File: config.mk
export PLATFORM = sky130hd
export DESIGN_NAME = shift_share_ctrl
export DESIGN_NICKNAME = d
export VERILOG_FILES = /design/src/rtl/shift_share_ctrl_pkg.sv /design/src/rtl/shift_share_ctrl_rr_arb2.sv /design/src/rtl/shift_share_ctrl.sv
export SDC_FILE = /design/constraint.sdc
export NUM_CORES = 1
export LEC_CHECK = 0
export ABC_AREA = 1
export BUFFER_PORTS_ARGS = -buffer_cell sky130_fd_sc_hd__clkbuf_2
export CORE_UTILIZATION = 55
export DETAILED_ROUTE_END_ITERATION = 10
export PLACE_DENSITY = 0.76
export SETUP_SLACK_MARGIN = 0.2
export SLEW_MARGIN = 30
export SYNTH_ARGS = -nofsm -noshare
export SYNTH_HDL_FRONTEND = slang
export SYNTH_SLANG_ARGS = --single-unit
export TNS_END_PERCENT = 1
File: constraint.sdc
create_clock -name clock -period 2.76 [get_ports clock]
set_input_delay 0.276 -clock clock [delete_from_list [all_inputs] [get_ports clock]]
set_output_delay 0.276 -clock clock [all_outputs]
set_load 0.02 [all_outputs]
File: src/rtl/shift_share_ctrl_pkg.sv
// shift_share_ctrl_pkg: shared opcode, FSM state and port encodings for the shift-share controller
package shift_share_ctrl_pkg;
  localparam logic OP_SLL = 1'b0;
  localparam logic OP_SRA = 1'b1;
  localparam logic [1:0] ST_IDLE = 2'd0;
  localparam logic [1:0] ST_BUSY = 2'd1;
  localparam logic [1:0] ST_DONE = 2'd2;
  localparam logic PORT_A = 1'b0;
  localparam logic PORT_B = 1'b1;
endpackage

File: src/rtl/shift_share_ctrl_rr_arb2.sv
// rr_arb2: two-way round-robin grant (req_i/gnt_o bit0 = A, bit1 = B), last grant updated when en_i sees a request
module rr_arb2
  import shift_share_ctrl_pkg::*;
#(
  parameter logic FIRST_PRI = 1'b0
) (
  input  logic       clock,
  input  logic       reset,
  input  logic [1:0] req_i,
  input  logic       en_i,
  output logic [1:0] gnt_o
);
  logic last_q;
  assign gnt_o[0] = req_i[0] && (!req_i[1] || last_q == PORT_B);
  assign gnt_o[1] = req_i[1] && !gnt_o[0];
  always_ff @(posedge clock or posedge reset) begin
    if (reset) last_q <= ~FIRST_PRI;
    else if (en_i && |req_i) last_q <= gnt_o[1];
  end
endmodule

File: src/rtl/shift_share_ctrl.sv
// shift_share_ctrl: shares one 32-bit SLL/SRA shifter between request ports A and B with held responses on rsp_data
module shift_share_ctrl
  import shift_share_ctrl_pkg::*;
#(
  parameter int   DATA_W    = 32,
  parameter int   SHAMT_W   = 5,
  parameter logic FIRST_PRI = 1'b0
) (
  input  logic               clock,
  input  logic               reset,
  input  logic               a_valid,
  output logic               a_ready,
  input  logic [DATA_W-1:0]  a_data,
  input  logic [SHAMT_W-1:0] a_shamt,
  input  logic               a_op,
  output logic               a_rsp_valid,
  input  logic               a_rsp_ready,
  input  logic               b_valid,
  output logic               b_ready,
  input  logic [DATA_W-1:0]  b_data,
  input  logic [SHAMT_W-1:0] b_shamt,
  input  logic               b_op,
  output logic               b_rsp_valid,
  input  logic               b_rsp_ready,
  output logic [DATA_W-1:0]  rsp_data,
  output logic               busy
);
  logic [1:0]         state_q, state_d;
  logic               owner_q, op_q;
  logic [DATA_W-1:0]  data_q, rsp_q, sra, sll;
  logic [SHAMT_W-1:0] shamt_q;
  logic [1:0]         gnt;
  logic               own_rdy, offer, hs;
  assign own_rdy = owner_q == PORT_B ? b_rsp_ready : a_rsp_ready;
  assign offer   = state_q == ST_IDLE || (state_q == ST_DONE && own_rdy);
  assign hs      = offer && (a_valid || b_valid);
  rr_arb2 #(.FIRST_PRI(FIRST_PRI)) u_arb (
    .clock (clock),
    .reset (reset),
    .req_i ({b_valid, a_valid}),
    .en_i  (offer),
    .gnt_o (gnt)
  );
  assign a_ready = offer && gnt[0];
  assign b_ready = offer && gnt[1];
  assign sra = $unsigned($signed(data_q) >>> shamt_q);
  assign sll = data_q << shamt_q;
  always_comb begin
    state_d = state_q == ST_BUSY ? ST_DONE :
              (state_q == ST_DONE && !own_rdy) ? ST_DONE :
              hs ? ST_BUSY : ST_IDLE;
  end
  always_ff @(posedge clock or posedge reset) begin
    if (reset) begin
      state_q <= ST_IDLE;
      owner_q <= PORT_A;
      op_q    <= OP_SLL;
      data_q  <= '0;
      shamt_q <= '0;
      rsp_q   <= '0;
    end else begin
      state_q <= state_d;
      if (hs) begin
        owner_q <= gnt[1];
        op_q    <= gnt[1] ? b_op : a_op;
        data_q  <= gnt[1] ? b_data : a_data;
        shamt_q <= gnt[1] ? b_shamt : a_shamt;
      end
      if (state_q == ST_BUSY) rsp_q <= op_q == OP_SRA ? sra : sll;
    end
  end
  assign a_rsp_valid = state_q == ST_DONE && owner_q == PORT_A;
  assign b_rsp_valid = state_q == ST_DONE && owner_q == PORT_B;
  assign rsp_data    = rsp_q;
  assign busy        = state_q != ST_IDLE;
endmodule
==> results of run 1 <==
cell usage in the layout, fill, tap and decap left out, drive strengths merged:
cell    netlist  final
nor2         66     66
dfrtp        73     73
clkinv        0      2
o21ai        84     84
buf          60     18
o211ai       11     11
clkbuf       24    128
dfstp         1      1
a21oi        32     32
inv          29     29
or2          39     39
nand2       292    292
nand3       358    358
nand4         3      3
bufinv        0      4
and2          1      1
stage by stage:
stage | hold WS [ns] | std cells
after floorplan | 0.4456 | 1073
after global placement | 0.4623 | 1272
after detailed placement | 0.4652 | 1272
after CTS | 0.1263 | 1288
after global routing | 0.06534 | 1288
final | 0.008398 | 1288
layer usage:
layer,share of wire [%],up-vias
met5,0,-
met4,3.8,0
met3,8.4,58
met2,46,416
met1,42,3490
li1,-,3765
cell usage after synthesis, drive strengths merged:
master | n | area share (%)
inv | 29 | 1.7
o21ai | 84 | 6.3
dfstp | 1 | 0.39
dfrtp | 73 | 27
nand2 | 292 | 18
nor2 | 66 | 3.7
nand3 | 358 | 28
o211ai | 11 | 1.2
clkbuf | 24 | 1.4
a21oi | 32 | 2.5
buf | 60 | 5.8
or2 | 39 | 3.6
nand4 | 3 | 0.28
and2 | 1 | 0.092
how the worst max path moves through the flow:
stage                               to  depth (start not counted)  slack, ns  startpoint
final                     rsp_data[14]                          9       0.72  shamt_q[0]
after global routing        data_q[29]                          7       0.50     owner_q
after CTS                   data_q[28]                          7       0.75     owner_q
after detailed placement    data_q[28]                          7       0.78     owner_q
after global placement      data_q[28]                          7       0.80     owner_q
after floorplan              data_q[0]                          1       0.60       reset
power by group through the flow:
stage	sequential, uW	combinational [uW]	clock, uW
detailed placement	2230	8560	0
finish	2230	8800	1470
floorplan	2290	6420	0
global route	2290	9770	1520
CTS	2220	8620	1480
global placement	2220	8560	0
sequential cells by signal, indices dropped and copies added (netlist names):
name	cells
u_arb.last_q	1
shamt_q	5
data_q	32
state_q	2
owner_q	1
op_q	1
rsp_data	32
cell families (layout without fill, tap and decap cells):
| group | Yosys count | in the layout | synth area share [%] |
|---|---|---|---|
| buffers and inverters | 113 | 181 | 8.891 |
| AND/OR/NAND/NOR | 759 | 759 | 53.66 |
| AO/OA/AOI/OAI | 127 | 127 | 10.07 |
| flip-flops | 74 | 74 | 27.38 |
final cells by class:
class / count / area (sq um) / area share [%]
Clock buffer: 10 / 229.0 / 3.000
Clock inverter: 6 / 137.6 / 1.804
Inverter: 29 / 117.6 / 1.541
Multi-Input combinational cell: 886 / 4322 / 56.63
Sequential cell: 74 / 1853 / 24.28
Tap cell: 147 / 183.9 / 2.410
Timing Repair Buffer: 136 / 788.3 / 10.33
==> metrics.md, run 1 <==
| Metric | Value |
|---|---|
| Status | finished clean |
| CTS H-Tree Depth | 3 |
| Max cap viols | 0 |
| Met2 GRT Util | 57.53% |
| Die W | 112.9 um |
| Combinational Power Share | 70.4% |
| Post-CTS sizing | 0 |
| Initial drt markers | 1003 |
| Average via count per standard cell | 6.001 |
| Worst path bufs/invs | 2 |
| Number of setup violations in the final report | 0 |
| Fin. Hold Viols | 0 |
| Layout cells sized above 1 | 21.38% |
| GP Congestion | 0.9791 |
| First-pass iteration count of the detailed router | 6 |
| Sw Share | 57.01% |
| Syn_area_per_cell | 6.308 sq um |
| Power share of the clock group | 11.7% |
| Placement-stage cell area | 0.007263 sq mm |
| CP max-delay cell | dfrtp_1 |
| Vias | 7729 |
| Mapped Cells | 1073 |
| Leak | 0.003855 uW |
| CTS tree | done |
| Max Root-Sink Buffers | 2 |
| CP startpoint kind | flip-flop |
| Layout area overhead | 12.74% |
| Arrival time of the worst setup path | 2.31 ns |
| DRC errors left | 0 |
| Final setup skew | 0.005109 ns |
| PwrDens | 1637 mW/mm^2 |
| Initial Util | 56.35% |
| Yosys warning count | 0 |
| Worst Setup End Kind | flip-flop |
| Rows | 40 |
| Tcrit/Tclk final | 74.02% |
| Pre-CTS worst setup slack | 0.7790 ns |
| Met1 layer usage reported by global route | 47.14% |
| Class of the worst hold path | in -> async |
| Initial antenna violation count | 0 |
| Net Switching | 7124 uW |
| Slew HR | 41.18% |
| CP required | 3.03 ns |
| Core Util, Final | 63.53% |
| Vias in the first global route | 7117 |
| CTS root buf | clkbuf_16 |
| Final Instance Area | 0.007631 sq mm |
| First-pass GRT wire length | 36020 um |
| Global routing's busiest layer | met2 |
| Maximum fanout along the worst path | 34 |
| Total power | 12500 uW |
| CP peak stage delay | 0.44 ns |
| Final wirelength | 21720 um |
| CTS Buf Count | 9 |
| CTS Sinks | 74 |
| Met3 usage | 7.338% |
| Max Slew Vio Count | 0 |
| Net count, final | 1218 |
| Cell mode on critical path | nand3_1 |
| Clk_lat worst skew | 0.35 ns |
| Mapped Area | 0.006769 sq mm |
| Sequential cell area fraction in the yosys report | 27.38% |
| Hold_buf cts | 0 |
| Die H | 112.9 um |
| CP top delay family | simple AND/OR/NAND/NOR gates |
| Yosys reg bits | 74 |
| Flop pwr share | 17.8% |
| Critical path cell sequence | buf_4 -> nand2_1 -> nand3_1 -> nand3_1 -> nand3_1 -> nand3_1 -> nand2_1 -> inv_1 -> a21oi_1 |
| Setup ws final | 0.7172 ns |
| Power Internal | 5372 uW |
| Worst-margin pin slew | 0.8810 ns |
| Setup TNS | 0 ns |
| Fmax | 489.5 MHz |
| Worst VDD drop | 853.6 uV |
| Io pins | 119 |
| DRT antenna net count | 0 |
| Worst Reg-to-Reg Cells | 9 |
| Fillcell total | 1184 |
| Total global-route track usage | 35.98% |
| RSZ-0062 raised after global routing | false |
| R2R Path End | rsp_data[14] |
| Per-cell routed wire length | 16.86 um |
| Port Buf Inserts | 118 |
| GRT overflow | 0 |
| Clock transition at path regs | 0.06 ns |
| Die area | 0.01276 sq mm |
| Ant diodes | 0 |
| DPL Wire Length | 16140 um |
| R2R Setup Slk | 0.72 ns |
| Reg2Reg Launch Point | shamt_q[0] |
| Yosys cell types | 29 |
| Total core area | 0.01201 sq mm |
| Crit Path Category | reg -> reg |
| Final min period | 2.043 ns |
| # Post-CTS Setup Buffers | 0 |
| Pin count of the biggest net entering global routing | 66 |
| Syn nets | 1155 |
No activity file was read; power rests on OpenSTA's default activity.
==> inputs of run 2 (changes only) <==
- ABC_AREA: 1 -> 0
- PLACE_DENSITY: 0.76 -> 0.74
- clock period: 2.76 -> 2.1 ns (I/O delays scaled with it)
==> run 2 against run 1 <==
The run now ends with negative setup slack left. Synthesized area increased by 16%. Critical path depth decreased by 2. Via count increased by 15%. First-iteration DRC count increased by 31%. Cell area increased by 36%. Non-clock buffer count increased by 178. Register-to-register slack got worse by 1.1 ns. Final cell count decreased by 4.3%. Worst setup slack got worse by 1.1 ns. Worst hold slack improved by 0.14 ns. Flip-flop and latch count unchanged.
==> metrics.md, run 2 <==
| Metric | Value |
|---|---|
| DRC errors left | 0 (unchanged) |
| Sequential cell area fraction in the yosys report | 23.63% (-3.7 points) |
| Clock transition at path regs | 0.06 ns (about the same) |
| Layout area overhead | 32.41% |
| Initial drt markers | 1312 (+31%) |
| Total core area | 0.01388 sq mm (+16%) |
| Number of cells on the worst hold path | 3 |
| Final min period | 2.441 ns (+0.3982 ns) |
| Syn_area_per_cell | 9.436 sq um (+50%) |
| Placement-stage cell area | 0.009802 sq mm (+35%) |
| Class of the worst hold path | in -> reg |
| Per-cell routed wire length | 28.40 um (+68%) |
| GRT overflow | 0 (unchanged) |
| Hold path startpoint | a_data[1] |
| Area leader, netlist | dfrtp_1 |
| Pre-CTS worst setup slack | -0.3605 ns (-1.140 ns) |
| Crit Path Category | reg -> reg |
| R2R Setup Slk | -0.34 ns (-1.06 ns) |
| First-pass iteration count of the detailed router | 6 (unchanged) |
| Most common cell after layout, fill and taps aside | buf_4 |
| Initial antenna violation count | 0 (unchanged) |
| Async S/R FF share, synth | 100.0% (unchanged) |
| CTS root buf | clkbuf_16 |
| Layout cells sized above 1 | 44.82% (+23 points) |
| Number of flops mapped to enable cells by yosys | 0 (unchanged) |
| Failing checks | negative setup slack |
| Io pins | 119 (unchanged) |
| Die area | 0.01474 sq mm (+16%) |
| Fmax | 409.7 MHz (-16%) |
| Pin count of the biggest net entering global routing | 78 (+18%) |
| Maximum fanout along the worst path | 7 (-79%) |
| Mapped Cells | 831 (-23%) |
| Top post-synthesis cells by count | mux2i_1 (92), nor2_1 (86), dfrtp_1 (73), mux4_2 (72), a21oi_1 (69) |
| CTS Buf Count | 9 (unchanged) |
| Yosys top cell area share | 23.30% (-3.7 points) |
| GP Congestion | 1.058 (+8.0%) |
| Tcrit/Tclk final | 116.2% (+42 points) |
| Final wirelength | 35020 um (+61%) |
| Fillcell total | 987 (-17%) |
| Die H | 121.4 um (+7.5%) |
| Final Instance Area | 0.01038 sq mm (+36%) |
| Ant diodes | 0 (unchanged) |
| Max cap viols | 0 (unchanged) |
| Vias in the first global route | 8680 (+22%) |
| DRT antenna net count | 0 (unchanged) |
| CP startpoint kind | flip-flop |
| Worst Reg-to-Reg Cells | 7 (-2) |
| Top-count cell post-synth | mux2i_1 |
| Yosys reg bits | 74 (unchanged) |
| Arrival time of the worst setup path | 2.68 ns (+0.37 ns) |
| Yosys cell types | 68 (+130%) |
| CTS Sinks | 74 (unchanged) |
| Fin. Hold Viols | 0 (unchanged) |
| Net count, final | 1130 (-7.2%) |
| Register area | 0.001861 sq mm (+0.40%) |
| Synth area leaders | dfrtp_1 (23%), mux4_2 (21%), mux2i_1 (12%), a21oi_1 (4.4%), nor2_1 (4.1%) |
| Final setup skew | 0.007202 ns (+0.002094 ns) |
| Yosys warning count | 0 (unchanged) |
| Syn nets | 913 (-21%) |
| Initial Util | 56.49% (+0.14 points) |
| Max Root-Sink Buffers | 2 (unchanged) |
| Number of setup violations in the final report | 32 (+32) |
| Fin Hold WS | 0.1520 ns (+0.1436 ns) |
| WHS Endpoint | data_q[1] |
| Clk_lat worst skew | 0.35 ns (about the same) |
| Rows | 43 (+7.5%) |
| Core Util, Final | 74.80% (+11 points) |
| Slew HR | 51.64% (+10 points) |
| Status | complete, but fails checks |
| Worst Setup End Kind | flip-flop |
| Die W | 121.4 um (+7.5%) |
| Setup ws final | -0.3410 ns (-1.058 ns) |
| Most frequent cells in the layout | buf_4 (166), clkbuf_2 (118), nor2_1 (84) |
| DPL Wire Length | 26400 um (+64%) |
| First-pass GRT wire length | 52650 um (+46%) |
| Worst-margin pin slew | 0.7072 ns (-0.1738 ns) |
| CTS tree | done |
| Port Buf Inserts | 118 (unchanged) |
| Primary FF master, synth | dfrtp_1 |
| Area of the multi-input gates | 0.005573 sq mm (+29%) |
| Reg2Reg Launch Point | shamt_q[1] |
| CTS H-Tree Depth | 3 (unchanged) |
| Max Slew Vio Count | 0 (unchanged) |
| RSZ-0062 raised after global routing | true |
| Vias | 8898 (+15%) |
| Average via count per standard cell | 7.217 (+20%) |
| R2R Path End | rsp_data[0] |
| Total global-route track usage | 48.97% (+13 points) |
| CP required | 2.33 ns (-0.70 ns) |
| Mapped Area | 0.007841 sq mm (+16%) |
## run 2: changes by cell type in the layout (fill, tap and decap cells not counted), sizes merged, moves of 20 or more
| cell | previous run | this run |
|---|---|---|
| a21oi | 32 | 69 |
| mux2 | 0 | 23 |
| mux4 | 0 | 72 |
| mux2i | 0 | 93 |
| nand3 | 358 | 21 |
| nor2 | 66 | 86 |
| nand2 | 292 | 57 |
| or2 | 39 | 3 |
| buf | 18 | 195 |
| o21ai | 84 | 30 |
## run 2: logic make-up after synthesis
logic type      after synthesis  synth area share (%)
flops                        74                 23.63
mux                         188                 36.16
simple gates                225                 13.18
buf+inv                     119                 7.755
compound gates              225                 19.28
## run 2: how the worst max path moves through the flow
stage          startpoint      endpoint
2_1_floorplan  shamt_q[1]  rsp_data[18]
3_3_place_gp   shamt_q[1]   rsp_data[0]
3_5_place_dp   shamt_q[1]   rsp_data[0]
4_1_cts        shamt_q[1]   rsp_data[0]
5_1_grt        shamt_q[1]   rsp_data[0]
6_report       shamt_q[1]   rsp_data[0]
## run 2: layout make-up
type | count | share of cell area (%)
clock buffer | 13 | 2.603
clock inverter | 3 | 0.2169
inverter | 11 | 0.4338
multi-input combinational | 638 | 53.68
sequential | 74 | 17.92
tap | 180 | 2.169
timing repair buffer | 314 | 22.98
## run 2: repair_timing
item | 4_1_cts | 5_1_grt
endpoints found under the setup margin | 34 | 57
hold endpoints to repair | 16 | 0
pin swaps | 6 | 4
setup buffers | 3 | 4
gates cloned | 0 | 0
gates resized for setup | 27 | 23
hold buffers | 1 | 0
## run 2: critical path, stage by stage (launching register included)
cell	delay, ns
dfrtp_4	0.52
buf_6	0.14
mux4_2	0.56
mux2i_4	0.23
o21ai_2	0.07
a222oi_1	0.53
buf_4	0.22
o21ai_2	0.04
## run 2: stage by stage
| step | instances | TNS, ns |
|---|---|---|
| after floorplan | 831 | 0 |
| after global placement | 1209 | -3.068 |
| after detailed placement | 1209 | -4.381 |
| after CTS | 1229 | -3.239 |
| after global routing | 1233 | -6.508 |
| final | 1233 | -4.834 |
## run 2: metal layers
layer  global-route usage (%)  vias up  wire, um
met1                    61.85     4222     12420
met3                    14.80      191      4794
li1                         -     3630         -
met4                    28.09        0      2340
met5                        0        -         0
met2                    74.22      855     15460
Power of run 2 is not shown: default switching activity piles up to over one toggle a cycle in this logic, so the estimate is an artifact.
==> inputs of run 3 (changes only) <==
- CELL_PAD_IN_SITES_DETAIL_PLACEMENT: not set -> 0
- CELL_PAD_IN_SITES_GLOBAL_PLACEMENT: not set -> 1
- CORE_ASPECT_RATIO: not set -> 1.4
- CORE_UTILIZATION: 55 -> 45
- PLACE_DENSITY: 0.74 -> 0.79
==> run 3 against run 2 <==
Clock skew rose by 0.0022 ns. Routed wire length decreased by 6.6%. The flow still finishes with violations (negative setup slack). First-iteration DRC count decreased by 35%. Sequential share of layout area is 0.19 points lower. Count of clock-buffer cells in the layout shrank 2. Die area rose by 22%.
==> metrics.md, run 3 (synthesized netlist as in run 2, its figures left out) <==
| Metric | Value |
|---|---|
| Status | complete, but fails checks |
| Failing checks | negative setup slack |
| Layout cells sized above 1 | 46.48% (+1.7 points) |
| DRT antenna net count | 0 (unchanged) |
| Per-cell routed wire length | 25.20 um (-11%) |
| Rows | 56 (+30%) |
| Initial drt markers | 858 (-35%) |
| Average via count per standard cell | 6.398 (-11%) |
| Initial Util | 46.44% (-10 points) |
| CP startpoint kind | flip-flop |
| Total core area | 0.01689 sq mm (+22%) |
| First-pass GRT wire length | 49080 um (-6.8%) |
| Final wirelength | 32690 um (-6.6%) |
| Ant diodes | 0 (unchanged) |
| Vias in the first global route | 7986 (-8.0%) |
| Max Slew Vio Count | 0 (unchanged) |
| Final setup skew | 0.009357 ns (+0.002155 ns) |
| GP Congestion | 1.015 (-4.0%) |
| Slew HR | 65.98% (+14 points) |
| Setup ws final | -0.1649 ns (+0.1761 ns) |
| Worst-margin pin slew | 0.5103 ns (-0.1969 ns) |
| DPL Wire Length | 25320 um (-4.1%) |
| Layout area overhead | 33.86% |
| Final min period | 2.265 ns (-0.1761 ns) |
| Die W | 113.6 um (-6.5%) |
| Maximum fanout along the worst path | 21 (+14) |
| CTS H-Tree Depth | 3 (unchanged) |
| Vias | 8298 (-6.7%) |
| Pin count of the biggest net entering global routing | 78 (unchanged) |
| Port Buf Inserts | 118 (unchanged) |
| Max Root-Sink Buffers | 2 (unchanged) |
| Initial antenna violation count | 0 (unchanged) |
| Most frequent cells in the layout | buf_4 (183), clkbuf_2 (118), mux2i_1 (84), nor2_1 (84), mux4_2 (72) |
| Class of the worst hold path | in -> reg |
| Most common cell after layout, fill and taps aside | buf_4 |
| CTS root buf | clkbuf_16 |
| Die H | 158.2 um (+30%) |
| Clock transition at path regs | 0.06 ns (about the same) |
| Crit Path Category | reg -> reg |
| Io pins | 119 (unchanged) |
| Clk_lat worst skew | 0.35 ns (about the same) |
| Fin. Hold Viols | 0 (unchanged) |
| Number of setup violations in the final report | 24 (-25%) |
| Placement-stage cell area | 0.009892 sq mm (+0.92%) |
| Arrival time of the worst setup path | 2.50 ns (-0.18 ns) |
| DRC errors left | 0 (unchanged) |
| Die area | 0.01796 sq mm (+22%) |
| CTS Sinks | 74 (unchanged) |
| CTS tree | done |
| Net count, final | 1142 (+1.1%) |
| Total global-route track usage | 37.53% (-11 points) |
| CP required | 2.33 ns (about the same) |
| Max cap viols | 0 (unchanged) |
| Final Instance Area | 0.01050 sq mm (+1.1%) |
| First-pass iteration count of the detailed router | 7 (+1) |
| CTS Buf Count | 9 (unchanged) |
| GRT overflow | 0 (unchanged) |
| Worst Setup End Kind | flip-flop |
| RSZ-0062 raised after global routing | true |
| Tcrit/Tclk final | 107.9% (-8.4 points) |
| Fmax | 441.5 MHz (+7.8%) |
run 3: worst paths after layout:
path / slack, ns / from / cells after the start / endpoint
max: -0.16 / shamt_q[1] / 9 / rsp_data[0]
min: 0.15 / a_data[26] / 3 / data_q[26]
max reg2reg: -0.16 / shamt_q[1] / 9 / rsp_data[0]
min reg2reg: 0.50 / rsp_data[4] / 2 / rsp_data[4]
max in group asynchronous: 1.24 / reset / 4 / rsp_data[10]
min in group asynchronous: 0.52 / reset / 4 / owner_q
run 3: per-stage QoR:
stage	hold WS (ns)	cells	setup WS, ns	TNS (ns)	utilization (%)
after floorplan	0.4045	831	0.1430	0	-
after global placement	0.3382	1276	-0.3749	-1.898	58.58
after CTS	0.1459	1297	-0.1295	-1.142	61.78
after global routing	0.1618	1297	-0.2556	-3.254	62.16
after detailed placement	0.3509	1276	-0.3828	-2.524	58.58
final	0.1514	1297	-0.1649	-1.555	62.16
run 3: metal layers:
| metal | part of all wire [%] | global-route usage [%] | wire, um |
|---|---|---|---|
| met1 | 38 | 46.67 | 12490 |
| met2 | 47 | 60.37 | 15320 |
| met3 | 8.1 | 6.240 | 2633 |
| met4 | 6.9 | 24.25 | 2251 |
| met5 | 0 | 0 | 0 |
run 3: cell type report:
type	instances	area, sq um
well taps	232	290.3
fillers	1472	6390
clock inverters	5	52.55
inverters	11	45.04
repair buffers	326	2405
flip-flops and latches	74	1861
multi-input cells	638	5590
clock buffers	11	252.7
run 3: repair_timing:
action,4_1_cts,5_1_grt
resized for setup,41,20
endpoints found under the hold margin,53,0
pin swaps,16,9
hold buffers,1,0
endpoints found under the setup margin,42,63
buffers inserted,4,0
run 3: worst max-delay path, stage by stage (launching register included):
cell and delay (ns):
dfrtp_4 0.48, buf_12 0.15, buf_16 0.16, buf_12 0.17, mux4_2 0.41, nand3_1 0.12, o21ai_1 0.07, a222oi_1 0.34
buf_4 0.18, o21ai_1 0.05
Power of run 3 is left out for the same reason.
